<file path="src/rtl/lram_fill_arb_if.sv">
// ============================================================================
//  Module      : lram_fill_arb_if
//  Description : Layer-requester / line-RAM write bundle for lram_fill_arb.
//  Revision    : 1.0  initial release
// ============================================================================
`default_nettype none

interface lram_fill_arb_if;
    logic        hcomp;
    logic        vrtc;
    logic        lramsel_in;
    logic [2:0]  req;
    logic [29:0] req_addr;
    logic [47:0] req_data;
    logic [2:0]  req_done;
    logic [2:0]  gnt;
    logic        wr_en;
    logic        wr_bank;
    logic [9:0]  wr_addr;
    logic [15:0] wr_data;
    logic        busy;
    logic        overrun;
    logic [7:0]  overrun_cnt;

    modport master (
        output hcomp, vrtc, lramsel_in, req, req_addr, req_data, req_done,
        input  gnt, wr_en, wr_bank, wr_addr, wr_data, busy, overrun, overrun_cnt
    );

    modport slave (
        input  hcomp, vrtc, lramsel_in, req, req_addr, req_data, req_done,
        output gnt, wr_en, wr_bank, wr_addr, wr_data, busy, overrun, overrun_cnt
    );
endinterface

`default_nettype wire

</file>
<file path="src/rtl/lram_fill_arb.sv">
// ============================================================================
//  Module      : lram_fill_arb
//  Description : Line-RAM fill scheduler: optional bank clear, then round-robin
//                write-port sharing between text/graphic/sprite layers.
//                Build macro LFA_CLEAR_EN enables the clear phase.
//  Revision    : 1.0  initial release
// ============================================================================
`default_nettype none

module lram_fill_arb #(
    parameter int          LINE_WORDS = 1024,
    parameter logic [15:0] CLEAR_WORD = 16'h0000
) (
    input  wire logic      gclk,
    input  wire logic      rst,
    lram_fill_arb_if.slave bus
);

    localparam logic [1:0] S_IDLE  = 2'd0;
    localparam logic [1:0] S_CLEAR = 2'd1;
    localparam logic [1:0] S_FILL  = 2'd2;
    localparam logic [1:0] S_DONE  = 2'd3;

`ifdef LFA_CLEAR_EN
    localparam logic [1:0]  c_start_state = S_CLEAR;
    localparam logic [10:0] c_clr_last    = 11'(LINE_WORDS - 1);
`else
    localparam logic [1:0]  c_start_state = S_FILL;
`endif

    logic [1:0]  r_state;
    logic [1:0]  w_state_nxt;
    logic [1:0]  r_rr;
    logic [2:0]  r_done_seen;
    logic [2:0]  w_done_nxt;
    logic        w_active;
    logic        w_start;
    logic        w_overrun;
    logic [2:0]  w_elig;
    logic [2:0]  w_gnt;
    logic [1:0]  w_gnt_idx;
    logic [1:0]  w_cand;
    logic        w_clr_wr;
    logic        w_busy_nxt;
    logic [9:0]  w_sel_addr;
    logic [15:0] w_sel_data;

    logic        r_wr_en;
    logic        r_wr_bank;
    logic [9:0]  r_wr_addr;
    logic [15:0] r_wr_data;
    logic        r_busy;
    logic        r_overrun;
    logic [7:0]  r_overrun_cnt;

`ifdef LFA_CLEAR_EN
    logic [10:0] r_clr_addr;
`else
    logic        w_unused_cfg;
    assign w_unused_cfg = ^{CLEAR_WORD, 32'(LINE_WORDS)};
`endif

    assign w_active   = (r_state == S_CLEAR) || (r_state == S_FILL);
    assign w_start    = bus.hcomp && !bus.vrtc;
    assign w_overrun  = bus.hcomp && w_active;
    assign w_done_nxt = r_done_seen | (w_active ? bus.req_done : 3'b000);

    // ---------------------------------------------------------------- state
    always_ff @(posedge gclk) begin
        if (rst) begin
            r_state <= S_IDLE;
        end else begin
            r_state <= w_state_nxt;
        end
    end

    // -------------------------------------------------------------- next state
    always_comb begin
        w_state_nxt = r_state;
        if (bus.hcomp) begin
            w_state_nxt = bus.vrtc ? S_IDLE : c_start_state;
        end else begin
            case (r_state)
`ifdef LFA_CLEAR_EN
                S_CLEAR: if (r_clr_addr == c_clr_last) w_state_nxt = S_FILL;
`endif
                S_FILL:  if (w_done_nxt == 3'b111) w_state_nxt = S_DONE;
                default: w_state_nxt = r_state;
            endcase
        end
    end

    // ------------------------------------------------------------------ outputs
    // Later (lower k) candidates override, so the first eligible index in
    // search order starting at r_rr wins.
    always_comb begin
        w_elig    = bus.req & ~r_done_seen &
                    {3{(r_state == S_FILL) && !bus.hcomp && !rst}};
        w_gnt     = 3'b000;
        w_gnt_idx = 2'd0;
        w_cand    = 2'd0;
        for (int k = 2; k >= 0; k--) begin
            w_cand = 2'((32'(r_rr) + 32'(k)) % 3);
            if (w_elig[w_cand]) begin
                w_gnt     = 3'b001 << w_cand;
                w_gnt_idx = w_cand;
            end
        end
        w_clr_wr   = (r_state == S_CLEAR) && !bus.hcomp;
        w_busy_nxt = (w_state_nxt == S_CLEAR) || (w_state_nxt == S_FILL);
        case (w_gnt_idx)
            2'd1:    begin w_sel_addr = bus.req_addr[19:10]; w_sel_data = bus.req_data[31:16]; end
            2'd2:    begin w_sel_addr = bus.req_addr[29:20]; w_sel_data = bus.req_data[47:32]; end
            default: begin w_sel_addr = bus.req_addr[9:0];   w_sel_data = bus.req_data[15:0];  end
        endcase
    end

    // -------------------------------------------------------- registered datapath
    always_ff @(posedge gclk) begin
        if (rst) begin
            r_rr          <= 2'd0;
            r_done_seen   <= 3'b000;
            r_wr_en       <= 1'b0;
            r_wr_bank     <= 1'b0;
            r_wr_addr     <= 10'd0;
            r_wr_data     <= 16'd0;
            r_busy        <= 1'b0;
            r_overrun     <= 1'b0;
            r_overrun_cnt <= 8'd0;
        end else begin
            r_busy    <= w_busy_nxt;
            r_overrun <= w_overrun;
            if (w_overrun && !bus.vrtc && (r_overrun_cnt != 8'hFF)) begin
                r_overrun_cnt <= r_overrun_cnt + 8'd1;
            end
            if (w_start) begin
                r_wr_bank   <= bus.lramsel_in;
                r_done_seen <= 3'b000;
            end else begin
                r_done_seen <= w_done_nxt;
            end
            r_wr_en <= 1'b0;
            if (|w_gnt) begin
                r_wr_en   <= 1'b1;
                r_wr_addr <= w_sel_addr;
                r_wr_data <= w_sel_data;
                r_rr      <= (w_gnt_idx == 2'd2) ? 2'd0 : w_gnt_idx + 2'd1;
            end
`ifdef LFA_CLEAR_EN
            else if (w_clr_wr) begin
                r_wr_en   <= 1'b1;
                r_wr_addr <= r_clr_addr[9:0];
                r_wr_data <= CLEAR_WORD;
            end
`endif
        end
    end

`ifdef LFA_CLEAR_EN
    always_ff @(posedge gclk) begin
        if (rst) begin
            r_clr_addr <= 11'd0;
        end else if (w_start) begin
            r_clr_addr <= 11'd0;
        end else if (w_clr_wr) begin
            r_clr_addr <= r_clr_addr + 11'd1;
        end
    end
`else
    logic w_unused_clr;
    assign w_unused_clr = w_clr_wr;
`endif

    assign bus.gnt         = w_gnt;
    assign bus.wr_en       = r_wr_en;
    assign bus.wr_bank     = r_wr_bank;
    assign bus.wr_addr     = r_wr_addr;
    assign bus.wr_data     = r_wr_data;
    assign bus.busy        = r_busy;
    assign bus.overrun     = r_overrun;
    assign bus.overrun_cnt = r_overrun_cnt;

endmodule

`default_nettype wire

</file>
<file path="src/flat_wrapper.sv">
// flat-port wrapper written by rule: the top's interface ports become plain ports
module lram_fill_arb_flat 
#(
    parameter int          LINE_WORDS = 1024,
    parameter logic [15:0] CLEAR_WORD = 16'h0000
)
  (gclk, rst, bus_hcomp, bus_vrtc, bus_lramsel_in, bus_req, bus_req_addr, bus_req_data, bus_req_done, bus_gnt, bus_wr_en, bus_wr_bank, bus_wr_addr, bus_wr_data, bus_busy, bus_overrun, bus_overrun_cnt);
  lram_fill_arb_if bus_i ();
  input  wire logic gclk;
  input  wire logic rst;
  input wire logic [$bits(bus_i.hcomp)-1:0] bus_hcomp;
  input wire logic [$bits(bus_i.vrtc)-1:0] bus_vrtc;
  input wire logic [$bits(bus_i.lramsel_in)-1:0] bus_lramsel_in;
  input wire logic [$bits(bus_i.req)-1:0] bus_req;
  input wire logic [$bits(bus_i.req_addr)-1:0] bus_req_addr;
  input wire logic [$bits(bus_i.req_data)-1:0] bus_req_data;
  input wire logic [$bits(bus_i.req_done)-1:0] bus_req_done;
  output wire logic [$bits(bus_i.gnt)-1:0] bus_gnt;
  output wire logic [$bits(bus_i.wr_en)-1:0] bus_wr_en;
  output wire logic [$bits(bus_i.wr_bank)-1:0] bus_wr_bank;
  output wire logic [$bits(bus_i.wr_addr)-1:0] bus_wr_addr;
  output wire logic [$bits(bus_i.wr_data)-1:0] bus_wr_data;
  output wire logic [$bits(bus_i.busy)-1:0] bus_busy;
  output wire logic [$bits(bus_i.overrun)-1:0] bus_overrun;
  output wire logic [$bits(bus_i.overrun_cnt)-1:0] bus_overrun_cnt;
  assign bus_i.hcomp = bus_hcomp;
  assign bus_i.vrtc = bus_vrtc;
  assign bus_i.lramsel_in = bus_lramsel_in;
  assign bus_i.req = bus_req;
  assign bus_i.req_addr = bus_req_addr;
  assign bus_i.req_data = bus_req_data;
  assign bus_i.req_done = bus_req_done;
  assign bus_gnt = bus_i.gnt;
  assign bus_wr_en = bus_i.wr_en;
  assign bus_wr_bank = bus_i.wr_bank;
  assign bus_wr_addr = bus_i.wr_addr;
  assign bus_wr_data = bus_i.wr_data;
  assign bus_busy = bus_i.busy;
  assign bus_overrun = bus_i.overrun;
  assign bus_overrun_cnt = bus_i.overrun_cnt;
  lram_fill_arb #(.LINE_WORDS(LINE_WORDS), .CLEAR_WORD(CLEAR_WORD)) u_core (.gclk(gclk), .rst(rst), .bus(bus_i));
endmodule
</file>
<file path="config.mk">
export PLATFORM = sky130hd
export DESIGN_NAME = lram_fill_arb_flat
export DESIGN_NICKNAME = d
export VERILOG_FILES = /design/src/rtl/lram_fill_arb_if.sv /design/src/rtl/lram_fill_arb.sv /design/src/flat_wrapper.sv
export SDC_FILE = /design/constraint.sdc
export NUM_CORES = 1
export LEC_CHECK = 0
export CORE_UTILIZATION = 44
export DETAILED_ROUTE_END_ITERATION = 10
export PLACE_DENSITY = 0.86
export SLEW_MARGIN = 0
export SYNTH_ARGS = -nofsm -noshare
export SYNTH_HDL_FRONTEND = slang
export SYNTH_SLANG_ARGS = --single-unit
</file>
<file path="constraint.sdc">
create_clock -name gclk -period 5.9 [get_ports gclk]
set_input_delay 1.18 -clock gclk [delete_from_list [all_inputs] [get_ports gclk]]
set_output_delay 1.18 -clock gclk [all_outputs]
set_load 0.02 [all_outputs]
</file>
==> metrics.txt <==
status=finished, final reports clean; H-Tree Depth=2; startpoint types=input port; Critical Path Fanout Max=18; Ant. Diodes=0; GR Overflow Total=0; Final ANT Viol Nets=0; CP arrival=roughly 3.8 ns; final max-slew violation count=0; Final min period=5.02 ns; hold-fix buffer count after cts=0; Fin. Hold Viols=0; global-route wire length before repair=~11000 um; CTS Sinks=45; worst r2r path cells=10; antenna violations before repair=0; RR Startpoint=u_core.r_state[1]$_SDFF_PP0_; worst min path class=flop to flop; fin crit share=0.851; pin count of the biggest net entering global routing=35; Final #Nets=535; mapped cell area=2690 um^2; post-CTS repair timing setup buffer count=0; setup TNS=0 ns; CP Class=input port to output port; Layout area overhead=53.0%; worst-skew pair later-pin latency=between 0.2 and 0.3 ns; CTS Buf Count=5; GPL Wtd Cong=~0.81; Relative slew margins=0.294; WL per Instance=14.0 um; Crit Reg-Reg Endpoint=u_core.bus.wr_addr[2]$_SDFFE_PP0P_; CP Capture Type=output port; PD cells=214 nW/um^2; RSZ-0062 raised after global routing=false; Tot GR Track Use=0.217; Placed Cells=504; DRT iter0 DRCs=99; IO Count=130; final cell count without fillers=~510; fillers=493; Max clock buf depth=2; row count=28; DRC Markers=0; drt pass-1 iters=4; clock-pin slew on the worst setup and hold paths=0.08 ns; Synth Area in XOR/XNOR=0.0260; largest family of logic cells by synthesized area=simple AND/OR/NAND/NOR gates; Hold Crit Depth=2; mux cell area share after synthesis=0.116; final setup fails=0; Post-Syn Instances=between 300 and 400; EDFF count, synth=0; Worst Hold End=u_core.bus.wr_addr[5]$_SDFFE_PP0P_; fraction of layout cells with a size suffix above 1=0.0389; number of global-route vias before repair=2423; via count=2717; count of yosys warnings during synthesis=0; clock root cell=clkbuf_8; starting density of the core=0.455; I/O Buffers=129; peak supply drop=134 uV; Synth Register Bits=45; Slew @ Worst Pin=1.06 ns; DP Wirelength=5450 um; Synth async-reset ratio=0; Main synth FF type=dfxtp_1; Resized cells post-CTS=0; sequential share of the synthesized area=0.335; die span in x=80.2 um; most common cell after layout, fill and taps aside=clkdlybuf4s50_1; Fin Clk Skew=0.00866 ns; die area=between 6000 and 7000 um^2; Compound-Gate Fraction of Synth Area=0.182; f_max=199 MHz; Synth Area in Simple Gates=0.233; Yosys cell types=47; Static Leak=1.62 nW; Avg Inst Size Synth=approximately 8.4 um^2; max-cap violation count=0; flop-to-flop setup slack=roughly 2.6 ns; Core Region=5920 um^2; WP data required=approximately 4.7 ns; die height=80.2 um; CTS tree=built; syn_nets=420; drt total wl=~7000 um; Via density=between 5 and 6; hold wc startpoint=u_core.bus.wr_addr[5]$_SDFFE_PP0P_; commonest cells after routing, fill and taps aside=clkdlybuf4s50_1 (129), dfxtp_1 (45), nand2_1 (35); Synth Area in Adders=0.0502
## metrics by stage
stage	instance area, um^2	setup WS [ns]	power (W)	util	hold slack, ns
6_report	4120	0.876	0.000882	0.695	0.479
5_1_grt	4120	0.745	0.000924	0.695	0.496
4_1_cts	4120	0.884	0.000891	0.695	0.482
3_5_place_dp	3980	0.859	0.000614	0.672	0.469
3_3_place_gp	3980	0.913	0.000608	0.672	0.460
2_1_floorplan	2690	2.08	0.000486	-	0.493
## power breakdown
part	total (W)	leakage [nW]	internal, W	switching [W]
clock	0.000274	0.0687	0.000170	0.000104
sequential	0.000347	0.367	0.000332	0.0000157
combinational	0.000261	1.19	0.000142	0.000118
## logic make-up (layout without fill, tap and decap cells)
logic type	count (synthesis)	in the layout
mux	31	31
flops	45	45
xor+xnor	8	8
fa+ha+maj	11	11
buf+inv	34	150
compound gates	76	76
simple gates	116	116
## layer usage
layer  wire [um]  vias to the layer above  part of all wire  global-route usage
met5           0                        -                 0                   0
met4          64                        0            0.0089              0.0643
met3         265                        4             0.037              0.0489
met2        3830                       76              0.53               0.379
met1        3010                     1276              0.42               0.264
li1            -                     1361                 -                   -
## sequential cells by signal (all words and copies together) (netlist names)
| signal | flops |
|---|---|
| u_core.bus.wr_bank | 1 |
| u_core.bus.wr_data | 16 |
| u_core.bus.wr_en | 1 |
| u_core.bus.wr_addr | 10 |
| u_core.r_done_seen | 3 |
| u_core.bus.overrun_cnt | 8 |
| u_core.r_state | 2 |
| u_core.bus.overrun | 1 |
| u_core.bus.busy | 1 |
| u_core.r_rr | 2 |
## cell type report
class | instances | area, um^2 | share of cell area
clock inverters | 3 | 68.8 | 0.0167
multi-input cells | 242 | 1630 | 0.397
flip-flops and latches | 45 | 901 | 0.219
clock buffers | 5 | 68.8 | 0.0167
well taps | 75 | 93.8 | 0.0228
inverters | 10 | 37.5 | 0.00912
repair buffers | 132 | 1310 | 0.319
## cell usage after synthesis, drive strengths merged (3+ instances only)
| library cell | number | share of area |
|---|---|---|
| a21oi | 9 | 0.017 |
| a22oi | 26 | 0.073 |
| buf | 7 | 0.020 |
| clkbuf | 17 | 0.024 |
| dfxtp | 45 | 0.33 |
| ha | 10 | 0.046 |
| inv | 10 | 0.014 |
| mux2i | 29 | 0.11 |
| nand2 | 35 | 0.049 |
| nand2b | 29 | 0.067 |
| nand3 | 6 | 0.011 |
| nand4 | 3 | 0.0070 |
| nor2 | 18 | 0.025 |
| nor2b | 5 | 0.012 |
| nor3 | 6 | 0.011 |
| o21ai | 29 | 0.054 |
| xnor2 | 3 | 0.0098 |
| xor2 | 5 | 0.016 |
## worst max-delay path, stage by stage
cell and delay (ns):
clkdlybuf4s50_1 0.70, or3b_4 0.54, o31ai_1 0.42, and3_1 0.29, or2_2 0.12, clkdlybuf4s50_1 0.59
## worst max path at each step
stage,startpoint,end,slack [ns],depth (start not counted)
2_1_floorplan,rst,bus_gnt[2],2.08,6
3_3_place_gp,rst,bus_gnt[0],0.91,6
3_5_place_dp,rst,bus_gnt[0],0.86,6
4_1_cts,rst,bus_gnt[0],0.88,6
5_1_grt,rst,bus_gnt[0],0.75,6
6_report,rst,bus_gnt[0],0.88,6
(Power assumes the default switching activity.)
